===== src/rtl/q_8_34a_ctrl.sv =====
// Control FSM for a ones-counter datapath: sequences load/increment/shift
// commands, reports completion, and records how many cycles the last operation took.
module q_8_34a_ctrl #(
  parameter int data_size = 8,
  parameter int cyc_size  = 6
) (
  input  logic                clk,
  input  logic                rst_b,
  input  logic                start,
  input  logic                abort,
  input  logic                zero,
  input  logic                E,
  output logic                load_regs,
  output logic                incr_r2,
  output logic                shift,
  output logic                busy,
  output logic                done,
  output logic [cyc_size-1:0] cycles
);

  localparam logic [1:0] S_IDLE = 2'd0;
  localparam logic [1:0] S_1    = 2'd1;
  localparam logic [1:0] S_2    = 2'd2;
  localparam logic [1:0] S_3    = 2'd3;

  // Worst case is every bit a one: 3 + 3 cycles per bit.
  localparam int MAX_CYC = 3 + 3 * data_size;

  logic [1:0]          state_q, state_d;
  logic [cyc_size-1:0] cnt_q, cnt_d, cnt_inc;
  logic [cyc_size-1:0] cycles_q, cycles_d;
  logic                done_q, done_d;
  logic                accept, finish;

  assign accept  = (state_q == S_IDLE) && start && !abort;
  assign finish  = (state_q == S_2) && zero && !abort;
  assign cnt_inc = (&cnt_q) ? cnt_q : cnt_q + cyc_size'(1);

  assign load_regs = accept;
  assign incr_r2   = (state_q == S_1) && !abort;
  assign shift     = (state_q == S_2) && !zero && !abort;
  assign busy      = (state_q != S_IDLE);
  assign done      = done_q;
  assign cycles    = cycles_q;

  always_comb begin
    state_d = state_q;
    case (state_q)
      S_IDLE:  if (accept) state_d = S_1;
      S_1:     state_d = S_2;
      S_2:     state_d = zero ? S_IDLE : S_3;
      S_3:     state_d = E ? S_1 : S_2;
      default: state_d = S_IDLE;
    endcase
    if (abort && (state_q != S_IDLE)) state_d = S_IDLE;
  end

  // Counter starts at 1 so the accept cycle itself is included in the count.
  always_comb begin
    cnt_d = cnt_q;
    if (accept)    cnt_d = cyc_size'(1);
    else if (busy) cnt_d = cnt_inc;
  end

  assign cycles_d = finish ? cnt_inc : cycles_q;
  assign done_d   = finish;

  always_ff @(posedge clk or negedge rst_b) begin
    if (!rst_b) begin
      state_q  <= S_IDLE;
      cnt_q    <= '0;
      cycles_q <= '0;
      done_q   <= 1'b0;
    end else begin
      state_q  <= state_d;
      cnt_q    <= cnt_d;
      cycles_q <= cycles_d;
      done_q   <= done_d;
    end
  end

  a_cmd_onehot: assert property (@(posedge clk) disable iff (!rst_b)
    $onehot0({load_regs, incr_r2, shift}));

  a_cnt_bound: assert property (@(posedge clk) disable iff (!rst_b)
    busy |-> (int'(cnt_q) <= MAX_CYC));

endmodule


===== config.mk =====
export PLATFORM = sky130hd
export DESIGN_NAME = q_8_34a_ctrl
export DESIGN_NICKNAME = d
export VERILOG_FILES = /design/src/rtl/q_8_34a_ctrl.sv
export SDC_FILE = /design/constraint.sdc
export NUM_CORES = 1
export LEC_CHECK = 0
export CAP_MARGIN = 10
export CORE_MARGIN = 2
export CORE_UTILIZATION = 49
export DETAILED_ROUTE_END_ITERATION = 6
export PLACE_DENSITY = 0.84
export REMOVE_ABC_BUFFERS = 1
export SYNTH_ARGS = -nofsm -noshare
export SYNTH_HDL_FRONTEND = slang
export SYNTH_SLANG_ARGS = --single-unit

===== constraint.sdc =====
create_clock -name clk -period 1.6 [get_ports clk]
set_input_delay 0.48 -clock clk [delete_from_list [all_inputs] [get_ports clk]]
set_output_delay 0.48 -clock clk [all_outputs]
set_load 0.005 [all_outputs]

==> results.cfg <==
[finish]
fill_cells = 128
area_growth_pct = 38.23
drive_above_1_share_pct = 37.19
final_util_pct = 70.44
nNetsFinal = 129
diodes = 0
instances_no_fill = 138
postLayoutCellArea_sq_mm = 0.001190

[outcome]
failed_checks = setup timing
outcome = finished with violations

[placement]
dp.cells = 126
hpwl_um = 1363
dpl_cell_area_sq_mm = 0.001096
io_buffers = 16
place.gp.congestion = 0.8306

[job]
cap_violations = 0

[die]
die-area_sq_mm = 0.002108
die_y_um = 45.92
rows = 15
die_w_um = 45.92
initial_core_util_pct = 50.96
pin_count = 17
core_area_sq_mm = 0.001689

[yosys]
postSynthAreaPerCell_sq_um = 10.01
synth-seq-cells = 15
async_flop_share_pct = 100.0
synth-compound-area-share_pct = 17.88
synthTopCellsByArea = dfrtp_1 44%, o31ai_1 3.5%, a311oi_1 3.1%
synth_top_area_share_pct = 43.60
seq_area_frac_synth_pct = 43.60
synth.most_common_cell = dfrtp_1
synth_cells = 86
yosys.area_share.adder_pct = 1.453
ys_top_cells_by_count = 15 x dfrtp_1, 6 x nand2_1, 5 x nor2_1
synth_edf_count = 0
synth_cell_types = 36
synth-xor-area-share_pct = 0
synth_top_family_by_area = simple AND/OR/NAND/NOR gates
ys.flop_type = dfrtp_1
yosysTopAreaCell = dfrtp_1
synth-simple-area-share_pct = 25.58
yosys_warnings = 0
synth_area_sq_um = 860.8
synthMuxAreaShare_pct = 2.907

[sta]
skew_ns = 0.0004148
rsz0062_at_grt = true
timing.final.ws_setup_ns = -0.2187
fin_crit_ns = 1.819
relSlewSlack_pct = 83.14
finalHoldViolCount = 0
finalSetupViolations = 4
tightest_slew_ns = 0.2529
fmax_mhz = 549.8
drv_slew = 0
fin_crit_sh_pct = 113.7

[power_and_ir_drop]
switching_share_pct = 34.80
finalPower_mw = 1.385
seq_power_share_pct = 43.2
internal-power_uw = 902.8
p_comb_share_pct = 40.8
ir_drop_uv = 706.8
power_density_mw_per_mm2 = 1164
clock_power_share_pct = 16.0
power.leakage_nw = 0.5551
p_sw_uw = 481.9

[worst_setup_path]
path_max_fanout = 5
cp.required_ns = 1.12
path_buf_inv = 2
cp-end-kind = output port
startpoint_type = register
arrival_ns = 1.34
cpPeakStageDelay_ns = 0.43
crit_path_top_delay_cell = dfrtp_2
crit_family = flip-flops
crit_chain = buf_6 -> nor2b_4 -> nor3b_2 -> buf_2
critPathKind = reg2out

[global_routing]
grt_util_met1_pct = 27.34
grt.met2_usage_pct = 32.22
top_usage_layer = met2
grt_antenna_before_repair = 0
grt_max_degree = 16
grt_pass1_vias = 737
grt_use_total_pct = 20.93
gr-usage-met3_pct = 5.952
grt-ovfl-total = 0
grt_pass1_wl_um = 3139

[detailed_routing]
route.detailed.drc = 0
drt_iter0_drc = 26
viasPerCell = 5.906
drt-total-wl_um = 2021
drt_first_pass_iters = 4
num_vias = 815
post_drt_wl_per_cell_um = 14.64
antenna_left = 0

[cts]
cts.sinks = 15
cts_max_path_buffers = 2
cts_hold_buf = 0
root_buffer = clkbuf_4
htree_levels = 1
cts_buffers = 3
clk_pin_slew_ns = 0.09
worstSkewPairLatency_ns = 0.28
tritoncts = yes

[hold_path]
hp-class = reg2reg
state kept, by name (all words and copies together) (netlist names):
signal	count
done	1
cnt_q	6
cycles	6
state_q	2
power by group through the flow:
stage	registers [mW]	logic (mW)	clock network, mW
after floorplan	0.608	0.253	0
after global placement	0.593	0.540	0
after detailed placement	0.603	0.553	0
after CTS	0.595	0.555	0.225
after global routing	0.611	0.625	0.248
final	0.598	0.565	0.222
metrics by stage:
step,setup TNS [ns],hold slack (ns),setup slack [ns]
2_1_floorplan,0,0.1844,0.1050
3_3_place_gp,-3.601,0.4603,-0.6439
3_5_place_dp,-4.151,0.4649,-0.6922
4_1_cts,-0.4144,0.4806,-0.1282
5_1_grt,-0.7720,0.4902,-0.2676
6_report,-0.5758,0.4752,-0.2187
final timing paths:
kind,start,endpoint,slack (ns),cells past startpoint
max,state_q[1],shift,-0.22,4
min reg2reg,cycles[4],cycles[4],0.48,2
max reg2reg,state_q[1],cnt_q[1],0.09,5
min,cycles[4],cycles[4],0.48,2
max in group asynchronous,rst_b,state_q[0],0.93,2
min in group asynchronous,rst_b,cycles[4],0.49,2
worst min-delay path, stage by stage, from the launching register on:
cell and delay, ns:
dfrtp_1 0.35, nand2_1 0.05, o31ai_1 0.05
layout by cell type (no fill, tap or decap), types with 2 or more instances in the layout:
cell type	Yosys	layout
a21oi_1	3	3
a311oi_1	3	3
a31oi_1	3	3
and3_1	2	2
and4_1	2	2
buf_2	4	4
buf_4	0	22
buf_6	2	2
clkbuf_4	0	3
clkdlybuf4s50_1	0	2
dfrtp_1	15	13
dfrtp_2	0	2
dlygate4sd2_1	0	9
nand2_1	6	6
nand3_1	3	3
nand4_1	2	2
nor2_1	5	5
nor2b_1	3	2
nor3_1	4	4
o21a_1	2	2
o21ai_0	3	3
o31ai_1	4	4
layout make-up:
| class | instances | area [sq um] | area share (%) |
|---|---|---|---|
| well taps | 17 | 21.27 | 1.788 |
| repair buffers | 40 | 317.8 | 26.71 |
| clock inverters | 1 | 5.005 | 0.4206 |
| multi-input cells | 60 | 437.9 | 36.80 |
| inverters | 2 | 7.507 | 0.6309 |
| clock buffers | 3 | 22.52 | 1.893 |
| flip-flops and latches | 15 | 377.9 | 31.76 |
routing by layer:
layer,up-vias,share of wire (%)
met5,-,0
met4,0,1.5
met3,4,6.5
met2,38,48
met1,382,44
li1,391,-
timing repair:
item	CTS	global route
endpoints found under the setup margin	11	4
buffers inserted	7	1
gates resized for setup	35	3
pin swaps	1	0
cloned	0	0
logic make-up (layout without fill, tap and decap cells):
kind of cell               count (synthesis)  count (layout)
AOI/OAI and AO/OA                         22              22
adders and majority gates                  1               1
buffers and inverters                     11              46
DFF                                       15              15
muxes                                      2               2
and+or+nand+nor                           35              35
No activity file was read; power rests on OpenSTA's default activity.
